[config.mk]
export PLATFORM = sky130hd
export DESIGN_NAME = cdb_arbiter
export DESIGN_NICKNAME = d
export VERILOG_FILES = /design/src/rtl/cdb_arbiter.sv
export SDC_FILE = /design/constraint.sdc
export NUM_CORES = 1
export LEC_CHECK = 0
export ABC_AREA = 1
export BUFFER_PORTS_ARGS = -buffer_cell sky130_fd_sc_hd__buf_2
export CORE_UTILIZATION = 30
export CTS_CLUSTER_SIZE = 24
export DETAILED_ROUTE_END_ITERATION = 16
export HOLD_SLACK_MARGIN = 0.08
export PLACE_DENSITY_LB_ADDON = 0.15
export RECOVER_POWER = 25
export SETUP_SLACK_MARGIN = 0.3
export SKIP_LAST_GASP = 1
export SLEW_MARGIN = 20
export SYNTH_ARGS = -nofsm -noshare
export SYNTH_HDL_FRONTEND = slang
export SYNTH_SLANG_ARGS = --single-unit
[constraint.sdc]
create_clock -name clk -period 2.8 [get_ports clk]
set_input_delay 0 -clock clk [delete_from_list [all_inputs] [get_ports clk]]
set_output_delay 0 -clock clk [all_outputs]
set_load 0.05 [all_outputs]
[src/rtl/cdb_arbiter.sv]
// Round-robin arbiter sharing the non-load CDB; combinational grant, winner registered onto the CDB (1-cycle latency).
// Backpressure: ena low holds the broadcast and ptr with no grant; flush clears both and outranks the stall.
module cdb_arbiter #(
    parameter int NUM_SRC = 3,
    parameter int TAG_W   = 5,
    parameter int DATA_W  = 32
) (
    input  logic                        clk,
    input  logic                        rst,
    input  logic                        ena,
    input  logic                        in_flush,
    input  logic [NUM_SRC-1:0]          in_req_valid,
    input  logic [NUM_SRC*TAG_W-1:0]    in_req_tag,
    input  logic [NUM_SRC*DATA_W-1:0]   in_req_value,
    input  logic [NUM_SRC-1:0]          in_req_isjump,
    input  logic [NUM_SRC*DATA_W-1:0]   in_req_jump_addr,
    output logic [NUM_SRC-1:0]          out_req_ready,
    output logic [TAG_W-1:0]            out_cdb_rob_tag,
    output logic [DATA_W-1:0]           out_cdb_value,
    output logic                        out_cdb_isjump,
    output logic [DATA_W-1:0]           out_cdb_jump_addr
);

    localparam int PTR_W = (NUM_SRC > 1) ? $clog2(NUM_SRC) : 1;

    typedef struct packed {
        logic [TAG_W-1:0]  tag;
        logic [DATA_W-1:0] value;
        logic              isjump;
        logic [DATA_W-1:0] jump_addr;
    } cdb_t;

    logic [PTR_W-1:0]   ptr;
    logic [PTR_W-1:0]   winner;
    logic [PTR_W-1:0]   ptr_nxt;
    logic [PTR_W:0]     idx;
    logic [NUM_SRC-1:0] eligible;
    logic               found;
    logic               grant_en;
    cdb_t               sel;
    cdb_t               cdb;

    // Tag 0 is the ROB's "no broadcast" marker, so such requests never compete.
    always_comb begin
        eligible = '0;
        for (int i = 0; i < NUM_SRC; i++)
            eligible[i] = in_req_valid[i] && (in_req_tag[i*TAG_W +: TAG_W] != '0);
    end

    always_comb begin
        found  = 1'b0;
        winner = '0;
        idx    = '0;
        for (int k = 0; k < NUM_SRC; k++) begin
            idx = {1'b0, ptr} + (PTR_W+1)'(k);
            if (idx >= (PTR_W+1)'(NUM_SRC))
                idx = idx - (PTR_W+1)'(NUM_SRC);
            if (!found && eligible[idx[PTR_W-1:0]]) begin
                found  = 1'b1;
                winner = idx[PTR_W-1:0];
            end
        end
    end

    assign grant_en = rst && ena && !in_flush && found;
    assign ptr_nxt  = (winner == PTR_W'(NUM_SRC-1)) ? '0 : winner + 1'b1;

    always_comb begin
        out_req_ready = '0;
        sel           = '0;
        for (int i = 0; i < NUM_SRC; i++) begin
            out_req_ready[i] = grant_en && (winner == PTR_W'(i));
            if (winner == PTR_W'(i)) begin
                sel.tag       = in_req_tag[i*TAG_W +: TAG_W];
                sel.value     = in_req_value[i*DATA_W +: DATA_W];
                sel.isjump    = in_req_isjump[i];
                sel.jump_addr = in_req_jump_addr[i*DATA_W +: DATA_W];
            end
        end
    end

    // Idle enabled edges load zeros so each broadcast lasts exactly one enabled cycle.
    always_ff @(posedge clk or negedge rst) begin
        if (!rst) begin
            cdb <= '0;
            ptr <= '0;
        end else if (in_flush) begin
            cdb <= '0;
            ptr <= '0;
        end else if (ena) begin
            if (found) begin
                cdb <= sel;
                ptr <= ptr_nxt;
            end else begin
                cdb <= '0;
            end
        end
    end

    assign out_cdb_rob_tag   = cdb.tag;
    assign out_cdb_value     = cdb.value;
    assign out_cdb_isjump    = cdb.isjump;
    assign out_cdb_jump_addr = cdb.jump_addr;

endmodule

After elaboration in Yosys (flattened, before gate mapping) --
Index checks and enable logic that the tools add are counted.
Word-level totals: flip-flop bits (word level) 72, output and inout bits 73, logic and storage cells 65
Cells by class: add/sub/neg operators 6, $lt $le $gt $ge 6, equality and inequality tests 2, mux-type cells 25, reduce and logical (&&, ||, !) cells 21
Operators by type and width (count):
- $mux 70 | 6
- $mux 2 | 10
- $reduce_bool 5->1 | 3
- $logic_and 1x1->1 | 11
- $lt 2x3->1 const B | 3
- $bmux 1 s2 | 3
- $ge 3x2->1 const B | 2
- $mux 1 | 6
- $sub 2x2->2 const B | 3
- $reduce_bool 2->1 | 2
- $add 2x1->3 const B | 1
- $add 2x2->3 const B | 1
- $logic_not 1->1 | 3
- $add 2x1->2 const B | 1
- $eq 2x1->1 const B | 1
- $eq 2x2->1 const B | 1
- $ge 2x2->1 const B | 1
- $logic_not 2->1 | 1
- $reduce_and 2->1 | 1

Depth between registers and ports, before layout --
Gate-level depths: netlist of run 1.
word-level depth 18, gate-level depth with buffers 15

Worst setup path before layout of run 1 --
OpenSTA, ideal clock, no wires.
path type register -> output, start register ptr[0], end output port out_req_ready[2], arrival 2320 ps, required time 2800 ps, slack 480 ps, cell stages (with the launch flop) 12, buffers on the path 1, path through dfrtp_1 > inv_1 > ha_1 > inv_2 > nand3_1 > nand2_1 > a21oi_4 > nand4_4 > nand2_4 > inv_4 > buf_2 > nor2_1
Between the ends: longest elaborated chain between the ends 13, elaborated cells on any way between the ends 30
Ends and longest elaborated chain:
- start, declared | RTL line 33 | logic [PTR_W-1:0] ptr;
- start signal, assigned | RTL line 93 | ptr <= ptr_nxt;
- branches (longest 12 deep; another with $add 2x1->3)
- $logic_and 1x1->1 * | RTL line 72 | out_req_ready[i] = grant_en && (winner == PTR_W'(i));
- end, declared | RTL line 17 | output logic [NUM_SRC-1:0] out_req_ready,
Mark *: on every way between the ends. The select of a mux whose other input is x is not followed.

Final worst setup path of run 1 --
start register ptr[1], end output port out_req_ready[0]
Between the ends: longest elaborated chain between the ends 13, elaborated cells on any way between the ends 30
Ends and longest elaborated chain (RTL line):
- branches (longest 12 deep; another with $add 2x1->3)
- $logic_and 1x1->1 * | 72
Marks and branches as above.

==> qor.yml, run 1 <==
run_status:
  status: "complete, but fails checks"
  violations: "max-capacitance violations, max-slew violations"
timing:
  tns_ns: 0
  drv_slew: 36
  skew_ns: 0.004747
  hold_violations: 0
  tightest_slew_ns: 2.050
  rsz0062_at_grt: "true"
  slew_headroom_pct: -36.68
  post-route-period-util_pct: 85.81
  hold_ws_ns: 0.4484
  fin_crit_ns: 2.403
  setup_viol: 0
  setup_ws_ns: 0.3974
  fmax_mhz: 416.2
setup_path:
  cp-end-kind: "output port"
  arrival_ns: 2.40
  cp_max_fo: 7
  required_ns: 2.80
  critPathLaunchType: "flip-flop"
  crit_type: "flip-flop to output port"
cells_and_area:
  area_growth_pct: 90.74
  nets: 1464
  diodes: 0
  drive_gt1_share_pct: 28.04
  fin_cells: 1436
  post-route-util_pct: 58.63
drt:
  drt_wl_total_um: 20670
  dr.pass1.iters: 7
  drcViolationCount: 0
  vias_per_cell: 4.654
  postRouteAntennaNets: 0
  drtIter0Drc: 234
  post_drt_wl_per_cell_um: 14.39
  num_vias: 6683
yosys:
  synth_top_flop_cell: "dfrtp_1"
  ys_top_cells_by_area: "dfrtp_1 (39%), nand2_1 (28%), nor2_1 (8.4%)"
  async_reset_ff_share_pct: 100.0
  yosys_register_bits: 72
  synth_top_area_share_pct: 38.55
  seq_area_frac_synth_pct: 38.55
  syn_inst: 743
  synth.largest_area_cell: "dfrtp_1"
  ys_warn_count: 0
  synth_cell_types: 27
  avgSynthCellArea_sq_um: 6.290
  syn_nets: 962
  synth_edf_count: 0
  syn-cell-area_sq_um: 4673
cts:
  cts_tree: "yes"
  root_buffer: "clkbuf_16"
  clock_sinks: 72
  path_clk_slew_ns: 0.05
  worstSkewPairLatency_ns: 0.33
  numCtsBuffers: 9
  clockBufferDepth: 2
  htreeDepth: 3
global_route:
  grt.met2_usage_pct: 44.63
  grtUsageMet1_pct: 28.28
  antenna_found_initial: 0
  grt.total_usage_pct: 25.44
  grtUsageMet3_pct: 6.706
  grt_pass1_wl_um: 32360
  busiest_layer: "met2"
  grt_pass1_vias: 6749
  grt_max_degree: 46
  overflow: 0
die:
  ios: 290
  start_util_pct: 30.74
  die_x_um: 126.8
  dieArea_sq_um: 16080
  core.rowCount: 45
  die_h_um: 126.8
  core_area_sq_um: 15200
power_and_ir_drop:
  vdd_ir_drop_max_mv: 0.6219
  p_leak_uw: 0.005001
  cellPowerDensity_nw_per_um2: 1110
place:
  io_buffer_count: 289
  placedCellCount: 1195
  dpl_worst_slack_ns: 0.2843
  routabilityCongestion: 0.8391
  dp_hpwl_um: 12510
run:
  drv_cap: 1
hold_path:
  hold_path_class: "input port to flip-flop"
## timing repair
item | 4_1_cts | 5_1_grt
endpoints found under the setup margin | 7 | 45
gates resized for setup | 7 | 15
hold endpoints to repair | 107 | 0
pin swaps | 3 | 7
buffers inserted | 3 | 8
cloned | 0 | 1
hold buffers | 215 | 0
## critical path: stages (launching register included)
cell and delay, ns:
dfrtp_1 0.41, inv_1 0.07, ha_2 0.21, inv_1 0.10, nand3_1 0.11, nand3_2 0.09
nand2_4 0.12, o21ai_1 0.09, nand2_2 0.14, nand2_8 0.09, nor2_4 0.17, inv_1 0.09
nor2_1 0.18, buf_6 0.19
## synthesized netlist by cell type (2+ instances only)
library cell,n
nand2_1,354
nor2_1,104
nand3_1,76
dfrtp_1,72
inv_1,43
buf_2,20
nand4_1,12
a21oi_1,11
clkbuf_1,8
o211ai_1,8
buf_4,7
buf_6,4
or2_0,4
buf_1,2
ha_1,2
inv_2,2
nand2_4,2
nand3b_1,2
o21ai_0,2
## layout by cell type, fill, tap and decap left out, types with 8 or more instances in the layout
master / n
a21oi_1: 10
buf_2: 285
buf_4: 23
clkbuf_16: 10
dfrtp_1: 72
dlygate4sd3_1: 214
inv_1: 43
nand2_1: 350
nand3_1: 76
nand4_1: 12
nor2_1: 101
o211ai_1: 8
## report_power, final
| group | internal, uW | leakage (uW) | switching (uW) |
|---|---|---|---|
| clock network | 663 | 0.000135 | 403 |
| logic | 2290 | 0.00390 | 4830 |
| registers | 1480 | 0.000964 | 238 |
## area by class of cell
cell class	count	area, sq um
sequential	72	1802
clock buffer	14	274.0
timing repair buffer	532	3896
inverter	46	185.2
fill	1359	6289
tap	188	235.2
multi-input combinational	584	2521
## registers in the layout (all words and copies together), names as in the netlist
name and flops:
out_cdb_isjump 1, out_cdb_jump_addr 32, out_cdb_value 32, ptr 2
out_cdb_rob_tag 5
## per-stage QoR
step / power (uW) / area (sq um)
2_1_floorplan: 6470 / 4673
3_3_place_gp: 8014 / 6307
3_5_place_dp: 8026 / 6307
4_1_cts: 9493 / 8792
5_1_grt: 10700 / 8914
6_report: 9896 / 8914
## final timing paths
path	cells after the start	from	to	slack (ns)
max	13	ptr[1]	out_req_ready[0]	0.40
min in group asynchronous	3	rst	out_cdb_value[26]	0.58
min reg2reg	2	out_cdb_value[4]	out_cdb_value[4]	0.47
min	4	in_req_tag[9]	out_cdb_rob_tag[4]	0.45
max in group asynchronous	3	rst	out_cdb_value[25]	0.63
max reg2reg	11	ptr[0]	ptr[0]	0.47
## per-layer routing
layer | vias up | part of all wire (%)
met4 | 0 | 3.5
met3 | 68 | 8.0
met5 | - | 0
met1 | 2986 | 40
li1 | 3299 | -
met2 | 330 | 49
## logic make-up after synthesis
kind of cell               count (synthesis)  synth area share (%)
DFF                                       72                 38.55
and+or+nand+nor                          558                 48.81
adders and majority gates                  2                0.5354
buffers and inverters                     87                 8.782
AOI/OAI and AO/OA                         24                 3.320
No activity file was read; power rests on OpenSTA's default activity.
==> run 2, diff against run 1 <==
--- a/config.mk
+++ b/config.mk
@@ -7,6 +7,7 @@
 export LEC_CHECK = 0
 export ABC_AREA = 1
 export BUFFER_PORTS_ARGS = -buffer_cell sky130_fd_sc_hd__buf_2
+export CORE_ASPECT_RATIO = 0.9
 export CORE_UTILIZATION = 30
 export CTS_CLUSTER_SIZE = 24
 export DETAILED_ROUTE_END_ITERATION = 16
==> constraint.sdc (replaced) <==
create_clock -name clk -period 2.6 [get_ports clk]
set_input_delay 0 -clock clk [delete_from_list [all_inputs] [get_ports clk]]
set_output_delay 0 -clock clk [all_outputs]
set_load 0.05 [all_outputs]
==> qor.yml, run 2 (synthesis gave the netlist of run 1 again) <==
run_status:
  status: "finished, final reports clean"  # was complete, but fails checks
power_and_ir_drop:
  vdd_ir_drop_max_mv: 0.9417  # was 0.6219 mV
  cellPowerDensity_nw_per_um2: 1296  # was 1110 nW/um^2
  p_leak_uw: 0.005053  # was 0.005001 uW
  total_power_uw: 11950  # was 9896 uW
cts:
  cts_tree: "yes"  # unchanged
  path_clk_slew_ns: 0.06  # was 0.05 ns
  worstSkewPairLatency_ns: 0.33  # about the same
  root_buffer: "clkbuf_16"  # unchanged
  htreeDepth: 3  # unchanged
  clockBufferDepth: 2  # unchanged
  clock_sinks: 72  # unchanged
  numCtsBuffers: 9  # unchanged
timing:
  skew_ns: 0.006966  # was 0.004747 ns
  fin_crit_ns: 2.230
  rsz0062_at_grt: "true"  # unchanged
  setup_viol: 0  # unchanged
  slew_headroom_pct: 48.98  # was -36.68%
  tns_ns: 0  # unchanged
  drv_slew: 0  # was 36
  post-route-period-util_pct: 85.77
  hold_violations: 0  # unchanged
  tightest_slew_ns: 0.7636  # was 2.050 ns
  fmax_mhz: 448.4
drt:
  dr.pass1.iters: 7  # unchanged
  drcViolationCount: 0  # unchanged
  post_drt_wl_per_cell_um: 15.02  # was 14.39 um
  drt_wl_total_um: 21810  # was 20670 um
  drtIter0Drc: 411  # was 234
  num_vias: 6874  # was 6683
  vias_per_cell: 4.734  # was 4.654
  postRouteAntennaNets: 0  # unchanged
cells_and_area:
  final_cell_mix: "nand2_1 (346), buf_2 (262), dlygate4sd3_1 (211)"  # was nand2_1 (350), buf_2 (285), dlygate4sd3_1 (214)
  final_common_cell: "nand2_1"  # unchanged
  area_growth_pct: 97.22  # was 90.74%
  nets: 1467  # was 1464
  fin_cells: 1452  # was 1436
  drive_gt1_share_pct: 28.01  # was 28.04%
global_route:
  grt_max_degree: 78  # was 46
  grt_pass1_vias: 6651  # was 6749
  grt_pass1_wl_um: 32060  # was 32360 um
  grt.total_usage_pct: 25.43  # was 25.44%
  overflow: 0  # unchanged
  antenna_found_initial: 0  # unchanged
setup_path:
  critPathLaunchType: "flip-flop"  # unchanged
  cp-end-kind: "output port"  # unchanged
  cp_max_fo: 7  # unchanged
  arrival_ns: 2.23  # was 2.40 ns
  required_ns: 2.60  # was 2.80 ns
  crit_type: "flip-flop to output port"  # unchanged
die:
  core.rowCount: 42  # was 45
  die_x_um: 133.6  # was 126.8 um
  start_util_pct: 31.20  # was 30.74%
  die_h_um: 120.4  # was 126.8 um
  ios: 290  # unchanged
  dieArea_sq_um: 16080  # about the same
  core_area_sq_um: 14980  # was 15200 sq um
place:
  io_buffer_count: 289  # unchanged
  routabilityCongestion: 0.8477  # was 0.8391
  placedCellCount: 1204  # was 1195
  dp_hpwl_um: 12040  # was 12510 um
hold_path:
  hold_path_class: "input port to flip-flop"  # unchanged
run:
  drv_cap: 0  # was 1
[run 2: changes by cell type in the layout (fill, tap and decap cells not counted), sizes merged, moves of 3 or more]
cell         change
dlygate4sd3      -3
bufinv           +5
buf             -18
clkbuf          +20
[run 2: final timing paths]
path,startpoint,endpoint,slack [ns],cells past startpoint
worst min-delay path,in_req_jump_addr[9],out_cdb_jump_addr[9],0.12,5
min in group asynchronous,rst,out_cdb_jump_addr[24],0.23,2
max in group asynchronous,rst,out_cdb_jump_addr[7],1.45,3
worst min register to register,out_cdb_jump_addr[29],out_cdb_jump_addr[29],0.47,2
worst max-delay path,ptr[0],out_req_ready[0],0.37,12
worst max register to register,ptr[0],out_cdb_jump_addr[25],0.39,14
[run 2: area by class of cell]
class                           instances  area, sq um
Antenna cell                            1        2.502
Sequential cell                        72         1802
Clock buffer                           11        252.7
Timing Repair Buffer                  535         3993
Multi-Input combinational cell        584         2581
Clock inverter                          5        150.1
Tap cell                              198        247.7
Fill cell                            1293         5761
Inverter                               46        187.7
[run 2: through the flow]
| step | worst slack [ns] | hold WS (ns) | area (sq um) | utilization [%] |
|---|---|---|---|---|
| after detailed placement | 0.2268 | -0.01525 | 6327 | 42.25 |
| after global routing | 0.2235 | 0.1166 | 9214 | 61.52 |
| after global placement | 0.2944 | -0.01743 | 6327 | 42.25 |
| final | 0.3699 | 0.1217 | 9216 | 61.54 |
| after floorplan | 0.3173 | -0.2956 | 4676 | - |
| after CTS | 0.3008 | 0.09886 | 8959 | 59.82 |
[run 2: critical path: stages (launching register included)]
cell and delay (ns):
dfrtp_1 0.39, buf_4 0.15, ha_4 0.18, inv_4 0.07
nand3_2 0.07, nand3_2 0.11, nand2_4 0.11, a21oi_4 0.21
nand2_4 0.09, nor2_4 0.12, inv_1 0.08, nor2_2 0.14
buf_6 0.17
[run 2: repair_timing]
| item | 4_1_cts | 5_1_grt |
|---|---|---|
| hold endpoints to repair | 103 | 0 |
| buffers inserted | 5 | 11 |
| resized for setup | 14 | 30 |
| hold buffers | 211 | 0 |
| setup endpoints to repair | 17 | 75 |
| pin swaps | 7 | 11 |
| cloned | 1 | 3 |
[run 2: routing by layer]
metal  share of wire [%]  GRT usage [%]  up-vias
li1                    -              -     3313
met1                  40          29.02     3051
met2                  46          44.34      429
met3                 9.1          5.702       81
met4                 4.2          13.42        0
met5                   0              0        -
[run 2: report_power, final]
part	total (uW)	leakage [uW]	switching, uW	internal [uW]
sequential	1840	0.000964	255	1590
combinational	8440	0.00389	5600	2830
clock	1660	0.000196	479	1180
==> run 3, diff against run 2 <==
--- a/config.mk
+++ b/config.mk
@@ -6,7 +6,7 @@
 export NUM_CORES = 1
 export LEC_CHECK = 0
 export ABC_AREA = 1
-export BUFFER_PORTS_ARGS = -buffer_cell sky130_fd_sc_hd__buf_2
+export BUFFER_PORTS_ARGS = -buffer_cell sky130_fd_sc_hd__buf_4
 export CORE_ASPECT_RATIO = 0.9
 export CORE_UTILIZATION = 30
 export CTS_CLUSTER_SIZE = 24
==> qor.yml, run 3 (synthesis gave the netlist of run 1 again) <==
run_status:
  status: "finished, final reports clean"  # unchanged
setup_path:
  crit_top_cell: "nand2_8"
  arrival_ns: 2.22  # was 2.23 ns
  cp_max_fo: 7  # unchanged
  slowest_delay_ns: 0.40  # was 0.39 ns
  cp_slowest_cell: "dfrtp_1"  # unchanged
  path_buf_inv: 5  # was 4
  critPathLaunchType: "flip-flop"  # unchanged
  required_ns: 2.60  # about the same
  cp_top_family: "simple AND/OR/NAND/NOR gates"  # unchanged
  crit_chain: "buf_4, ha_4, inv_4, nand3_2, nand3_4, nand2_8, o21ai_2, nand2_2, nand2_8, inv_8, buf_12, nor2_4, buf_8"  # was buf_4, ha_4, inv_4, nand3_2, nand3_2, nand2_4, a21oi_4, nand2_4, nor2_4, inv_1, nor2_2, buf_6
  cp-end-kind: "output port"  # unchanged
  crit_type: "flip-flop to output port"  # unchanged
  crit-reg2reg-launch: "ptr[1]"  # was ptr[0]
  worstSetupStartpoint: "ptr[0]"  # unchanged
cells_and_area:
  multi_input_area_sq_um: 2635  # was 2581 sq um
  final_common_cell: "nand2_1"  # unchanged
  seq_area_sq_um: 1802  # unchanged
  area_growth_pct: 111.5  # was 97.22%
  final_area_sq_um: 9886  # was 9216 sq um
  n_fill_cell: 1189  # was 1293
  nets: 1467  # unchanged
  diodes: 0  # was 1
  final_cell_mix: "nand2_1 (344), buf_4 (279), dlygate4sd3_1 (211)"  # was nand2_1 (346), buf_2 (262), dlygate4sd3_1 (211)
  drive_gt1_share_pct: 28.25  # was 28.01%
cts:
  htreeDepth: 3  # unchanged
  path_clk_slew_ns: 0.06  # about the same
  clock_sinks: 72  # unchanged
  numCtsBuffers: 9  # unchanged
  root_buffer: "clkbuf_16"  # unchanged
  cts_tree: "yes"  # unchanged
  worstSkewPairLatency_ns: 0.33  # about the same
  clockBufferDepth: 2  # unchanged
die:
  die_x_um: 133.6  # unchanged
  core_area_sq_um: 14980  # unchanged
  start_util_pct: 31.20  # unchanged
  dieArea_sq_um: 16080  # unchanged
  die_h_um: 120.4  # unchanged
  ios: 290  # unchanged
  core.rowCount: 42  # unchanged
drt:
  drt_wl_total_um: 21660  # was 21810 um
  dr.pass1.iters: 6  # was 7
  postRouteAntennaNets: 0  # unchanged
  drcViolationCount: 0  # unchanged
  vias_per_cell: 4.661  # was 4.734
  num_vias: 6763  # was 6874
  post_drt_wl_per_cell_um: 14.93  # was 15.02 um
  drtIter0Drc: 391  # was 411
global_route:
  antenna_found_initial: 0  # unchanged
  grt_pass1_wl_um: 31770  # was 32060 um
  grt_pass1_vias: 6751  # was 6651
  overflow: 0  # unchanged
  grt_max_degree: 45  # was 78
  grt.total_usage_pct: 25.08  # was 25.43%
place:
  dpl_worst_slack_ns: 0.2701  # was 0.2268 ns
  place_area_sq_um: 7061  # was 6327 sq um
  dp_hpwl_um: 12300  # was 12040 um
  routabilityCongestion: 0.8184  # was 0.8477
  io_buffer_count: 289  # unchanged
timing:
  hold_violations: 0  # unchanged
  tightest_slew_ns: 0.7861  # was 0.7636 ns
  rsz0062_at_grt: "true"  # unchanged
  setup_ws_ns: 0.3795  # was 0.3699 ns
  hold_ws_ns: 0.1045  # was 0.1217 ns
  tns_ns: 0  # unchanged
  fmax_mhz: 450.3  # was 448.4 MHz
  setup_viol: 0  # unchanged
  drv_slew: 0  # unchanged
  fin_crit_ns: 2.221  # was 2.230 ns
  slew_headroom_pct: 47.47  # was 48.98%
  skew_ns: 0.004013  # was 0.006966 ns
  post-route-period-util_pct: 85.40  # was 85.77%
hold_path:
  worst_hold_startpoint: "in_req_jump_addr[9]"  # unchanged
  hold_path_class: "input port to flip-flop"  # unchanged
power_and_ir_drop:
  p_leak_uw: 0.005221  # was 0.005053 uW
  cellPowerDensity_nw_per_um2: 1224  # was 1296 nW/um^2
  vdd_ir_drop_max_mv: 0.7688  # was 0.9417 mV
run:
  drv_cap: 0  # unchanged
run 3: changes by cell type in the layout (fill, tap and decap cells not counted), moves of 3 or more:
| cell | delta |
|---|---|
| buf_12 | +3 |
| nand2_4 | -3 |
| buf_4 | +257 |
| bufinv_16 | -3 |
| nand2_8 | +3 |
| nor2_2 | -3 |
| nor2_4 | +3 |
| buf_2 | -261 |
run 3: worst paths after layout:
| kind | depth (start not counted) | slack, ns | endpoint |
|---|---|---|---|
| max | 13 | 0.38 | out_req_ready[2] |
| min | 5 | 0.10 | out_cdb_jump_addr[9] |
| max reg2reg | 15 | 0.40 | out_cdb_rob_tag[2] |
| min reg2reg | 2 | 0.48 | out_cdb_jump_addr[9] |
| max in group asynchronous | 3 | 1.46 | out_cdb_jump_addr[29] |
| min in group asynchronous | 2 | 0.17 | out_cdb_jump_addr[27] |
run 3: timing repair:
item                                   in CTS  in global routing
setup endpoints to repair                  14                 75
cloned                                      0                  5
buffers inserted                            6                  9
endpoints found under the hold margin     102                  0
hold buffers                              211                  0
resized for setup                          18                 46
pin swaps                                   8                 18
run 3: metrics by stage:
step / util [%] / power (uW) / instances
6_report: 66.01 / 12100 / 1451
5_1_grt: 66.01 / 12840 / 1451
4_1_cts: 64.24 / 11020 / 1437
3_5_place_dp: 47.14 / 9129 / 1204
3_3_place_gp: 47.14 / 9140 / 1204
2_1_floorplan: - / 6972 / 743
run 3: power breakdown:
group	switching [uW]	internal, uW
Combinational	5700	3180
Clock	469	890
Sequential	269	1590
Total	6430	5660
run 3: routing by layer:
metal | vias to the layer above | GRT usage, % | share of wire [%]
met1 | 3017 | 27.69 | 40
met3 | 81 | 6.373 | 8.2
met2 | 348 | 43.49 | 48
li1 | 3317 | - | -
met5 | - | 0 | 0
met4 | 0 | 14.99 | 4.5
run 3: area by class of cell:
cell class	count	share of cell area, %
Clock buffer	11	2.557
Timing Repair Buffer	535	47.34
Tap cell	198	2.506
Inverter	46	1.924
Multi-Input combinational cell	584	26.65
Clock inverter	5	0.7974
Sequential cell	72	18.23
run 3: worst register-to-register path: cells and delay by family, from the launching register on:
kind                     cells  cell delay (ns)
AO/OA/AOI/OAI                1             0.21
AND/OR/NAND/NOR              9             0.70
adder cells (fa/ha/maj)      1             0.33
flip-flops                   1             0.42
buffers and inverters        4             0.45
